### config.mk
export PLATFORM = sky130hd
export DESIGN_NAME = lut_rr_arbiter
export DESIGN_NICKNAME = d
export VERILOG_FILES = /design/src/rtl/lut_rr_arbiter.sv
export SDC_FILE = /design/constraint.sdc
export NUM_CORES = 1
export LEC_CHECK = 0
export ABC_AREA = 1
export BUFFER_PORTS_ARGS = -buffer_cell sky130_fd_sc_hd__clkbuf_2
export CAP_MARGIN = 10
export CORE_AREA = 2 2 39 41
export DETAILED_ROUTE_END_ITERATION = 12
export DIE_AREA = 0 0 41 43
export PLACE_DENSITY = 0.68
export SYNTH_ARGS = -nofsm -noshare
export SYNTH_HDL_FRONTEND = slang
export SYNTH_SLANG_ARGS = --single-unit
### constraint.sdc
create_clock -name clk -period 1.2 [get_ports clk]
set_clock_uncertainty 0.2 [all_clocks]
set_input_delay 0.06 -clock clk [delete_from_list [all_inputs] [get_ports clk]]
set_output_delay 0.06 -clock clk [all_outputs]
set_load 0.05 [all_outputs]
### src/rtl/lut_rr_arbiter.sv
// Two-port round-robin arbiter in front of a 4x8 one-hot lookup table.
// Each transaction is grant (IDLE) -> registered read (READ) -> ack (RESP).
module lut_rr_arbiter #(
    parameter int ADDR_W = 2,
    parameter int DATA_W = 8
) (
    input  logic              clk,
    input  logic              rst_n,
    input  logic              req0,
    input  logic [ADDR_W-1:0] addr0,
    input  logic              req1,
    input  logic [ADDR_W-1:0] addr1,
    output logic              ack0,
    output logic              ack1,
    output logic [DATA_W-1:0] rdata,
    output logic              busy,
    output logic              gnt_id
);

    typedef enum logic [1:0] {
        IDLE = 2'd0,
        READ = 2'd1,
        RESP = 2'd2
    } state_t;

    state_t              r_state;
    state_t              w_state_nxt;
    logic                r_prio;
    logic [ADDR_W-1:0]   r_addr_q;
    logic                r_gnt_id;
    logic [DATA_W-1:0]   r_rdata;
    logic                w_grant;
    logic                w_win;
    logic [DATA_W-1:0]   w_entry;

    // Table contents are implicit: entry i is a single set bit at position i.
    assign w_entry = {{(DATA_W-1){1'b0}}, 1'b1} << r_addr_q;

    always_comb begin
        w_state_nxt = r_state;
        w_grant     = 1'b0;
        w_win       = r_prio;
        case (r_state)
            IDLE: begin
                if (req0 || req1) begin
                    w_grant     = 1'b1;
                    w_state_nxt = READ;
                    // Pointer only matters on a tie; a lone requester always wins.
                    w_win       = (req0 && req1) ? r_prio : req1;
                end
            end
            READ:    w_state_nxt = RESP;
            RESP:    w_state_nxt = IDLE;
            default: w_state_nxt = IDLE;
        endcase
    end

    always_ff @(posedge clk or negedge rst_n) begin
        if (!rst_n) begin
            r_state  <= IDLE;
            r_prio   <= 1'b0;
            r_addr_q <= '0;
            r_gnt_id <= 1'b0;
            r_rdata  <= '0;
        end else begin
            r_state <= w_state_nxt;
            if (w_grant) begin
                r_addr_q <= w_win ? addr1 : addr0;
                r_gnt_id <= w_win;
            end
            if (r_state == READ)
                r_rdata <= w_entry;
            // Hand priority to the other side after every completed grant.
            if (r_state == RESP)
                r_prio <= ~r_gnt_id;
        end
    end

    assign ack0   = (r_state == RESP) && !r_gnt_id;
    assign ack1   = (r_state == RESP) &&  r_gnt_id;
    assign rdata  = r_rdata;
    assign busy   = (r_state != IDLE);
    assign gnt_id = r_gnt_id;

endmodule

# == Yosys cells after proc, flatten, opt, wreduce, memory -nomap -nowiden ==
# Cells that the tools add are included.
# Widths: inputs -> output; s select.
# totals
reg_bits,14
input_bits,8
word_cells,25
# op_classes
n_eq_ne,3
shift,1
muxes,8
bitwise,1
n_reduce_logical,7
# ops
op,count
$shl 1x2->8 const A,1
$mux 1,5
$mux 2,2
$pmux 2 s2,1
$logic_and 1x1->1,3
$eq 2x1->1 const B,1
$eq 2x2->1 const B,1
$logic_not 2->1,1
$ne 2x2->1 const B,1
$reduce_bool 2->1,1
$logic_not 1->1,1
$logic_or 1x1->1,1
$not 1->1,1

# == Depth between registers and ports, before layout ==
# logic_depth
word_depth,5
mapped_depth,7
ltp_nobuf,7

# == Least setup slack after synthesis ==
# Ideal clock, no wire load.
# synth_path
kind,register to register
startpoint,"register r_gnt_id, in the netlist gnt_id"
endpoint,register r_prio
arrival_ps,1499
t_required_ps,831
slack_ps,-668
stages_incl_launch_ff,4
n_path_buf,0
period_less_slack_ps,1868
path_cell_list,dfrtp_1 -> inv_1 -> nor2_1 -> a21oi_1
# synth_between
elab_chain_cells,1
# synth_lines
item,line,text
"start, declared",30,logic r_gnt_id;
"start signal, assigned",69,r_gnt_id <= w_win;
$not 1->1,75,r_prio <= ~r_gnt_id;
"end signal, assigned",75,
"end, declared",28,logic r_prio;
# No other way between the ends.
# A chain may end at the register's enable or synchronous reset.

# == Worst setup path in the final report ==
# layout_path
startpoint,register r_state[1]
endpoint,output ack0
# layout_between
elab_chain_cells,2
# layout_lines
item,line,text
"start, declared",26,state_t r_state;
"start signal, assigned",66,r_state <= w_state_nxt;
$eq 2x2->1,79,assign ack0 = (r_state == RESP) && !r_gnt_id;
$logic_and 1x1->1,79,
"end, declared",13,"output logic ack0,"
# No other way between the ends.

==> metrics.md <==
| Metric | Value |
|---|---|
| Mapped Cells | `between 60 and 70` |
| Pre-CTS worst setup slack | `-0.136 ns` |
| Clk buf depth | `2` |
| Post-place instance area | `about 630 um^2` |
| RePlAce Congestion | `between 0.7 and 0.8` |
| Register area share after synthesis | `between 40% and 50%` |
| Final Max Slew Viols | `0` |
| Worst setup margin | `-0.187 ns` |
| Clock sinks | `10` |
| Area added between synthesis and finish | `64.4%` |
| Final cell count without fillers | `110` |
| Critical Path Start | `r_state[1]` |
| Row count | `14` |
| I/O Buffers | `15` |
| GR Overflow Total | `0` |
| Arrival @ worst endpoint | `~1.1 ns` |
| Violated checks | `negative setup slack` |
| Initial Utilization | `between 30 and 40%` |
| Tot GR Track Use | `roughly 14%` |
| Initial antenna violation count | `0` |
| ANT nets after route | `0` |
| ANT cells | `0` |
| Hold Vio Cnt, Final | `0` |
| Core area | `around 1400 um^2` |
| Crit path time final | `roughly 1.4 ns` |
| Placed cells | `97` |
| Leakage | `between 0.4 and 0.5 nW` |
| I/O Pins | `20` |
| Flop2flop setup slack | `-0.14 ns` |
| Synth warn | `0` |
| Number of CTS-inserted buffers | `3` |
| Clk slew on worst S/H paths | `0.07 ns` |
| Flops & latches, synth | `10` |
| Die height | `around 43 um` |
| Setup CP Type | `flop to output pin` |
| CP max stage delay | `~0.40 ns` |
| RSZ-0062 raised after global routing | `yes` |
| Final hold slack | `roughly 0.025 ns` |
| Fin crit share | `116%` |
| FMAX | `a little over 700 MHz` |
| Cell variety after synth | `14` |
| Die area | `1760 um^2` |
| Mapped Avg Cell Area | `7.96 um^2` |
| Crit path max fanout | `3` |
| Die width | `between 40 and 50 um` |
| Reg2reg path depth | `6` |
| First-pass GRT wire length | `1.64 mm` |
| Register area | `253 um^2` |
| Hold path start | `req1` |
| Hold WC Path Type | `primary input to flop` |
| Vias in the first global route | `between 300 and 400` |
| Setup-failing EPs final | `11` |
| Crit path launch type | `flop` |
| DR WL/cell | `slightly above 10 um` |
| H-tree levels | `1` |
| CP max-delay cell | `dfrtp_2` |
| Syn Std Cell Area | `around 510 um^2` |
| Worst vdd ir | `between 2 and 2.5 mV` |
| Commonest non-fill, non-tap cell in the layout | `nand2_1` |
| Post-route cell area | `about 840 um^2` |
| Total Wirelength | `approximately 1.1 mm` |
| DRC | `0` |
| Outcome | `complete, but fails checks` |
| Fillcell total | `between 100 and 150` |
| Vias post-DR | `467` |
| PwrDens | `roughly 2900 nW/um^2` |
| Synth area leader | `dfrtp_1` |
| Largest cells by area after synthesis | `dfrtp_1 (49%), nand2_1 (11%), nand3_1 (8.8%), inv_1 (8.1%), buf_4 (5.9%)` |
| Drt first-iter violations | `4` |
| Reg-to-reg startpoint | `r_state[1]` |
| Req. time, crit path | `~0.94 ns` |
| Yosys top cell area share | `between 40 and 50%` |
| Vias/cell | `4.25` |
| Commonest non-fill, non-tap cells in the layout | `nand2_1 (12), inv_1 (9), nand3_1 (8), dfrtp_1 (8)` |
| Nets@finish | `between 100 and 150` |
| Layout cells sized above 1 | `a little under half` |
| Clock Latency Late Sink | `~0.26 ns` |
| Nature of the critical path endpoint | `output pin` |
| CP cell instances | `buf_6 > nand2_4 > nor2_2 > buf_8` |
| Pre-antenna DRT Iters | `4` |
| Root Driver | `clkbuf_4` |
| Post-DP HPWL | `~730 um` |
| Largest net degree at the start of global routing | `11` |
| Max cap viols | `0` |
| Worst hold stages | `4` |
| Area of the multi-input gates | `241 um^2` |
| TritonCTS clock tree | `yes` |
## flip-flops by register name, summed over array words and instances, names as in the netlist
signal / cells
rdata: 4
r_addr_q: 2
r_state: 2
gnt_id: 1
r_prio: 1
## metrics by stage
step | power, W | util (%) | TNS (ns)
after floorplan | 0.00150 | - | -0.325
after global placement | 0.00175 | 45.4 | -0.557
after detailed placement | 0.00177 | 45.4 | -0.703
after CTS | 0.00230 | 57.3 | -1.39
after global routing | 0.00259 | 60.5 | -1.80
final | 0.00244 | 60.5 | -1.18
## final timing paths
path / to
min in group asynchronous: r_addr_q[1]
worst min register to register: rdata[0]
max in group asynchronous: r_state[1]
worst max-delay path: ack0
worst max register to register: r_addr_q[0]
worst min-delay path: r_state[0]
## layout make-up
class / instances / share of cell area (%)
Sequential cell: 10 / 30.2
Multi-Input combinational cell: 40 / 28.8
Timing Repair Buffer: 27 / 27.8
Inverter: 13 / 6.43
Clock buffer: 4 / 4.33
Tap cell: 16 / 2.39
## logic make-up after synthesis
| kind of cell | after synthesis | synth area share, % |
|---|---|---|
| AND/OR/NAND/NOR | 29 | 25.6 |
| buffers and inverters | 17 | 15.5 |
| flip-flops | 10 | 49.1 |
| AO/OA/AOI/OAI | 7 | 9.09 |
| other | 1 | 0.736 |
## critical path: cells and delay by family, from the launching register on
kind | cells | cell delay (ns)
flops | 1 | 0.40
simple gates | 2 | 0.18
buf+inv | 2 | 0.28
## per-layer routing
metal	global-route usage [%]	share of wire [%]
met5	0	0
met4	2.00	0
met3	6.81	6.2
met1	16.2	40
met2	22.5	53
## report_power, final
| part | switching (W) | internal [W] |
|---|---|---|
| Combinational | 0.000943 | 0.000563 |
| Clock | 0.000118 | 0.000184 |
| Sequential | 0.000133 | 0.000497 |
| Total | 0.00119 | 0.00124 |
## timing repair
item,CTS,global route
resized for setup,11,22
buffers inserted,2,1
gates cloned,0,0
pin swaps,3,0
hold buffers,6,0
endpoints found under the hold margin,13,0
setup endpoints to repair,11,23
## synth_stat cells
cell type / instances
nand2_1: 15
nand2_2: 1
o21ai_1: 1
buf_4: 4
a21oi_1: 1
nand3_1: 9
inv_2: 2
dfrtp_1: 10
nor2_1: 3
inv_1: 11
nor2_4: 1
o21ai_0: 4
a21oi_4: 1
conb_1: 1
Note: power is estimated with default switching activity, not from simulation.
